### src/rtl/input_flit_buffer.sv
// Per-input-port flit FIFO feeding route computation: registered output,
// one credit pulse back upstream for each slot freed, sticky drop flag.
module input_flit_buffer #(
    parameter int         FlitChildWidth = 85,
    parameter int         ValidBitPos    = 81,
    parameter int         DEPTH          = 8,
    parameter int         PTR_W          = 3,
    parameter logic [2:0] PORT_DIR       = 3'd0
) (
    input  logic                      clk,
    input  logic                      rst,
    input  logic [FlitChildWidth-1:0] flit_in,
    input  logic                      flit_in_valid,
    input  logic                      stall,
    output logic [FlitChildWidth-1:0] flit_out,
    output logic                      flit_valid_out,
    output logic [2:0]                dir_out,
    output logic                      credit_out,
    output logic [PTR_W:0]            occupancy,
    output logic                      overflow_err
);

    localparam logic [PTR_W:0] DEPTH_CNT = DEPTH[PTR_W:0];

    // The in-band valid bit is carried through untouched; only its position is sanity-checked.
    if (ValidBitPos >= FlitChildWidth || DEPTH < 2 || DEPTH != (1 << PTR_W)) begin : g_param_err
        $error("input_flit_buffer: inconsistent parameters");
    end

    logic [FlitChildWidth-1:0] mem_q [DEPTH];

    logic [PTR_W-1:0]          wr_ptr_q, wr_ptr_d;
    logic [PTR_W-1:0]          rd_ptr_q, rd_ptr_d;
    logic [PTR_W:0]            count_q, count_d;
    logic [FlitChildWidth-1:0] flit_out_q, flit_out_d;
    logic                      flit_valid_q, flit_valid_d;
    logic                      credit_q, credit_d;
    logic                      overflow_q, overflow_d;

    logic empty, full, pop, push;

    always_comb begin
        empty = (count_q == '0);
        full  = (count_q == DEPTH_CNT);
        pop   = ~empty & ~stall;
        // A full buffer still accepts a write when the head slot is leaving this cycle.
        push  = flit_in_valid & (~full | pop);
    end

    always_comb begin
        wr_ptr_d     = wr_ptr_q;
        rd_ptr_d     = rd_ptr_q;
        count_d      = count_q;
        flit_out_d   = flit_out_q;
        flit_valid_d = 1'b0;
        credit_d     = 1'b0;
        overflow_d   = overflow_q;

        if (push) begin
            wr_ptr_d = wr_ptr_q + PTR_W'(1);
        end
        if (pop) begin
            rd_ptr_d     = rd_ptr_q + PTR_W'(1);
            flit_out_d   = mem_q[rd_ptr_q];
            flit_valid_d = 1'b1;
            credit_d     = 1'b1;
        end
        if (push && !pop) begin
            count_d = count_q + (PTR_W+1)'(1);
        end else if (pop && !push) begin
            count_d = count_q - (PTR_W+1)'(1);
        end
        if (flit_in_valid && full && !pop) begin
            overflow_d = 1'b1;
        end
    end

    always_ff @(posedge clk or posedge rst) begin
        if (rst) begin
            wr_ptr_q     <= '0;
            rd_ptr_q     <= '0;
            count_q      <= '0;
            flit_out_q   <= '0;
            flit_valid_q <= 1'b0;
            credit_q     <= 1'b0;
            overflow_q   <= 1'b0;
        end else begin
            wr_ptr_q     <= wr_ptr_d;
            rd_ptr_q     <= rd_ptr_d;
            count_q      <= count_d;
            flit_out_q   <= flit_out_d;
            flit_valid_q <= flit_valid_d;
            credit_q     <= credit_d;
            overflow_q   <= overflow_d;
        end
    end

    // Storage needs no reset: the pointers and count define which slots are live.
    always_ff @(posedge clk) begin
        if (push) begin
            mem_q[wr_ptr_q] <= flit_in;
        end
    end

    assign flit_out       = flit_out_q;
    assign flit_valid_out = flit_valid_q;
    assign credit_out     = credit_q;
    assign occupancy      = count_q;
    assign overflow_err   = overflow_q;
    assign dir_out        = PORT_DIR;

endmodule

### config.mk
export PLATFORM = sky130hd
export DESIGN_NAME = input_flit_buffer
export DESIGN_NICKNAME = d
export VERILOG_FILES = /design/src/rtl/input_flit_buffer.sv
export SDC_FILE = /design/constraint.sdc
export NUM_CORES = 1
export LEC_CHECK = 0
export ABC_AREA = 0
export CAP_MARGIN = 10
export CORE_ASPECT_RATIO = 0.5
export CORE_MARGIN = 5
export CORE_UTILIZATION = 60
export CTS_CLUSTER_DIAMETER = 60
export DETAILED_ROUTE_END_ITERATION = 10
export PLACE_DENSITY = 0.87
export SETUP_SLACK_MARGIN = 0.1
export SYNTH_ARGS = -nofsm -noshare
export SYNTH_HDL_FRONTEND = slang
export SYNTH_SLANG_ARGS = --single-unit
### constraint.sdc
create_clock -name clk -period 11.3 [get_ports clk]
set_input_delay 3.39 -clock clk [delete_from_list [all_inputs] [get_ports clk]]
set_output_delay 3.39 -clock clk [all_outputs]
set_load 0.01 [all_outputs]
# Word level (Yosys, flattened, before mapping)
# Memories as Yosys holds them, arrays and structs flattened. A register that Yosys moved wholly into a read port is not among the register bits.
# Index checks and enable logic that the tools add are counted.
# word_totals
input_bits,89
word_cells,30
ramBits,680
romBits,0
output_inout_bits,95
register_bits,12
memories,1
latch_bits,0
# op_classes
n_eq_ne,1
magnitude_cmp,0
n_bitwise,6
add_sub_neg,4
mul,0
div,0
n_shift,0
mux,5
reduce_logical,8
# memory_table
memory,depth,word_bits,read_ports,rd_ports_with_merged_regs,write_ports,line_no,text
mem_q,8,85,1,1,1,30,logic [FlitChildWidth-1:0] mem_q [DEPTH];
# ops
op,n
4-bit two-way mux,2
3-bit by 1-bit adder with 3-bit output (second input constant),2
4-bit by 1-bit adder with 4-bit output (second input constant),1
4-bit equality test (second input constant),1
1-bit logical AND,4
4-bit logical NOT,1
4-bit by 1-bit subtractor with 4-bit output (second input constant),1
1-bit two-way mux,3
1-bit NOT,3
1-bit AND,2
1-bit logical NOT,2
2-bit nonzero test,1
1-bit OR,1

# Depth between registers and ports, before layout
# depth
depth_word,9
mapped_depth,11
ltp_nobuf,10

# Worst setup path before layout
# No wires, ideal clock.
# synth_timing
path_kind,input port to flip-flop
from,input port stall
to,memory mem_q[1][0] (enable)
arrival_ns,9.486
setup_ns,0.633
n_path_buf,0
t_required_ns,10.667
path_slack_ns,1.182
path_stages,5
cell_sequence,nand2_1 -> o21ai_1 -> inv_2 -> nand2_1 -> nor3_1
# synth_via
elab_chain_len,6
# synth_rtl
element,line_no,text
"start, declared",14,"input logic stall,"
1-bit NOT,45,pop = ~empty & ~stall;
1-bit AND,45,
1-bit OR,47,push = flit_in_valid & (~full | pop);
1-bit AND,47,
via push,40,"logic empty, full, pop, push;"
1-bit two-way mux,100,if (push) begin
1-bit two-way mux (not written as such),101,mem_q[wr_ptr_q] <= flit_in;
"end, declared",30,
# The timed path passes the listed nets, and every way through them passes these cells.

# Worst setup path after layout
# layout_timing
from,input port stall
to,"register count_q[3], in the netlist occupancy[3]"
# layout_via
elab_chain_len,7
word_cells_on_any_way,10
cone_classes,mux: 1; bitwise: 4; reduce/logical: 5
# layout_rtl
element,line_no,text
1-bit NOT (*),45,
1-bit AND (*),45,
1-bit OR,47,
1-bit AND,47,
1-bit logical NOT,70,end else if (pop && !push) begin
1-bit logical AND,70,
2-bit nonzero test (no line),n/a,
"end signal, assigned",90,count_q <= count_d;
"end, declared",34,"logic [PTR_W:0] count_q, count_d;"
# Every way passes the cells marked *; elsewhere a longest branch is shown, timed or not.
# A chain may end at the register's enable or synchronous reset.

==> implementation parameters <==
Parameter                              Value

Clock network
  TritonCTS sink count    777
  CTS tree    yes
  Number of levels in the clock H-tree    3
  Clock root buffer master    sky130_fd_sc_hd__clkbuf_16
  CTS resizes    0
  Clock insertion delay at the later pin of the skew report    0.59 ns
  Clock buffer count from CTS    66
  Postcts setup bufs    0
  Reg clk slew, reported paths    0.07 ns
  Hold buffer count at CTS    0
  Bufs on Longest Clock Path    3

Yosys
  Sequential share of the synthesized area    0.771
  Yosys warns    0
  Mean instance size in the synthesized netlist    17.4 um^2
  Seq cells post-synth    777
  Async set or reset register ratio after synthesis    0.125
  Number of unique standard cell types used by synthesis    35
  Primary flip-flop cell chosen by synthesis mapping    sky130_fd_sc_hd__edfxtp_1
  Cell count after synthesis    1,702
  Post-Syn Area    0.0296 mm^2
  EDFF count, synth    680

Finish
  Synthesis-to-layout area growth    15.0%
  Fraction of final layout cells sized beyond drive strength 1    0.0730
  Final nets    1,974
  Most common library cell in the layout ignoring fill and taps    sky130_fd_sc_hd__edfxtp_1
  Footprint of the multi-input gates    0.00622 mm^2
  Leading cell types in the layout, fill and taps excluded    sky130_fd_sc_hd__edfxtp_1 (680), sky130_fd_sc_hd__mux2i_1 (340), sky130_fd_sc_hd__nand2_1 (184), sky130_fd_sc_hd__clkdlybuf4s50_1 (180), sky130_fd_sc_hd__a22oi_1 (170)
  Storage cell area    0.0229 mm^2
  Filler Cells Inserted    2,730

Setup path
  Classification of the worst setup path    input pin to flop
  Launching point of the worst reg2reg path    occupancy[0]
  Critical path required time    11.76 ns
  Logic depth of the worst register-to-register path    11
  WP data arrival    6.93 ns
  Reg-to-reg slack, setup    7.48 ns
  Critical R2R Capture    occupancy[3]
  Maximum net fanout on the critical path    35
  Critical Path Source Type    input pin
  Element type at the critical path end    flop

Timing
  Setup repair after global routing missed its margin    false
  Number of setup violations in the final report    0
  Timing-limited maximum frequency    0.155 GHz
  Number of hold violations in the final report    0
  Setup TNS Final    0 ns
  Worst-case clock skew    0.0164 ns
  Minimum period implied by the final worst setup slack    6.47 ns
  Transition time at the pin with the least slew margin    1.26 ns
  Final WS setup    4.83 ns
  Final clock period utilization by the worst path    0.572
  Number of pins exceeding their max-slew limit in the final report    0
  Rel. slew slack    0.161

Status
  Run status    complete, no violations

Global routing
  Tot GR Track Use    0.240
  Global-route wire length before repair    99,200 um
  Number of antenna violations at the first check in global routing    4
  Overflow after GRT    0
  Maximum number of pins on one net before global-route repair    156
  Number of global-route vias before repair    17,000

Drt
  Violation count after the first detailed-routing iteration    1,717
  Vias/cell    6.26
  Detail Route Antenna Nets    0
  Detailed Route WL    65,300 um
  Via total after detailed routing    16,200
  Avg WL per Cell    25.3 um
  Count of unresolved DRC violations after routing    0
  Number of detailed-routing iterations run before antenna repair    7

Min path
  Path class of the lowest-slack min-delay path    flop to flop
  Instance count along the most critical hold path    1
  Start point of the worst min-delay path    overflow_err
  Worst min-delay path endpoint    overflow_err

Place
  Routability Congestion    0.739
  Number of I/O port buffers    180
  Half-perimeter wire length after detailed placement    32,800 um
  Post-place setup slack    4.32 ns

Floorplanning
  X dimension of the die    324 um
  Die outline area    0.0542 mm^2
  Row count    57
  Y dimension of the die    167 um
  I/O pin count    184
  Std-Cell Core Area    0.0487 mm^2
  Effective utilization at floorplan    0.608

Power and ir drop
  Maximum resistive drop on vdd    0.227 mV
  Leakage power figure    12.5 nW
  Pwr dens    258 mW/mm^2

Job
  Number of max-capacitance violations reported    0
cell usage after synthesis (2+ instances only):
cell type	number	area share
sky130_fd_sc_hd__nor2_1	8	0.0010
sky130_fd_sc_hd__a22oi_1	170	0.043
sky130_fd_sc_hd__nand2b_1	2	0.00042
sky130_fd_sc_hd__ha_1	5	0.0021
sky130_fd_sc_hd__dfrtp_1	97	0.082
sky130_fd_sc_hd__nand2_1	184	0.023
sky130_fd_sc_hd__a21oi_1	2	0.00034
sky130_fd_sc_hd__edfxtp_1	680	0.69
sky130_fd_sc_hd__buf_4	26	0.0066
sky130_fd_sc_hd__xnor2_1	5	0.0015
sky130_fd_sc_hd__mux2i_1	340	0.11
sky130_fd_sc_hd__buf_6	16	0.0061
sky130_fd_sc_hd__nor2b_1	2	0.00042
sky130_fd_sc_hd__inv_1	3	0.00038
sky130_fd_sc_hd__inv_2	2	0.00025
sky130_fd_sc_hd__nor3_1	3	0.00051
sky130_fd_sc_hd__buf_2	37	0.0063
sky130_fd_sc_hd__nand3_1	85	0.014
sky130_fd_sc_hd__clkbuf_1	19	0.0024
per-stage QoR:
step	hold slack (ns)	instances	area (um^2)	util	power [mW]
after floorplan	0.488	1704	29600	-	5.60
after global placement	0.449	2460	31900	0.655	6.35
after detailed placement	0.462	2460	31900	0.655	6.47
after CTS	0.478	2580	34100	0.699	8.79
after global routing	0.495	2584	34100	0.700	9.12
final	0.472	2584	34100	0.700	8.79
metal layers:
| layer | global-route usage | routed length, um | share of wire |
|---|---|---|---|
| met1 | 0.305 | 24400 | 0.37 |
| met2 | 0.420 | 34200 | 0.52 |
| met3 | 0.0421 | 4710 | 0.072 |
| met4 | 0.0856 | 1980 | 0.030 |
| met5 | 0 | 0 | 0 |
final cells by class:
type / count / share of cell area
Antenna cell: 4 / 0.000294
Clock buffer: 98 / 0.0575
Clock inverter: 22 / 0.00606
Inverter: 5 / 0.000661
Multi-Input combinational cell: 824 / 0.182
Sequential cell: 777 / 0.671
Tap cell: 649 / 0.0238
Timing Repair Buffer: 205 / 0.0587
where the power goes:
part | internal (mW) | switching (mW)
sequential | 3.65 | 0.276
clock | 1.30 | 1.00
combinational | 1.06 | 1.51
total | 6.00 | 2.79
critical path, stage by stage:
cell	delay (ns)
sky130_fd_sc_hd__clkdlybuf4s50_1	0.47
sky130_fd_sc_hd__a21oi_4	0.13
sky130_fd_sc_hd__buf_4	0.42
sky130_fd_sc_hd__clkinv_2	0.57
sky130_fd_sc_hd__ha_1	0.45
sky130_fd_sc_hd__inv_1	0.16
sky130_fd_sc_hd__ha_1	0.27
sky130_fd_sc_hd__a21o_1	0.23
sky130_fd_sc_hd__a2111oi_2	0.37
sky130_fd_sc_hd__a31oi_1	0.08
sky130_fd_sc_hd__a221o_1	0.33
how the worst max path moves through the flow:
stage	to	start	cells after the start
floorplan	mem_q[1][0]	stall	5
global placement	occupancy[3]	stall	11
detailed placement	occupancy[3]	stall	11
CTS	occupancy[3]	stall	11
global route	occupancy[3]	stall	11
finish	occupancy[3]	stall	11
flip-flops by register name (all words and copies together), names as in the netlist:
signal,flops
wr_ptr_q,3
mem_q,680
credit_out,1
occupancy,4
rd_ptr_q,3
flit_out,85
overflow_err,1
logic make-up (layout without fill, tap and decap cells):
logic type	count (synthesis)	after routing	synth area share
other	1	7	0.000127
AO/OA/AOI/OAI	180	180	0.0459
flip-flops	777	777	0.771
AND/OR/NAND/NOR	289	289	0.0413
adder cells (fa/ha/maj)	6	6	0.00279
XOR/XNOR	5	5	0.00148
buffers and inverters	103	330	0.0220
multiplexers	341	341	0.115
No activity file was read; power rests on OpenSTA's default activity.
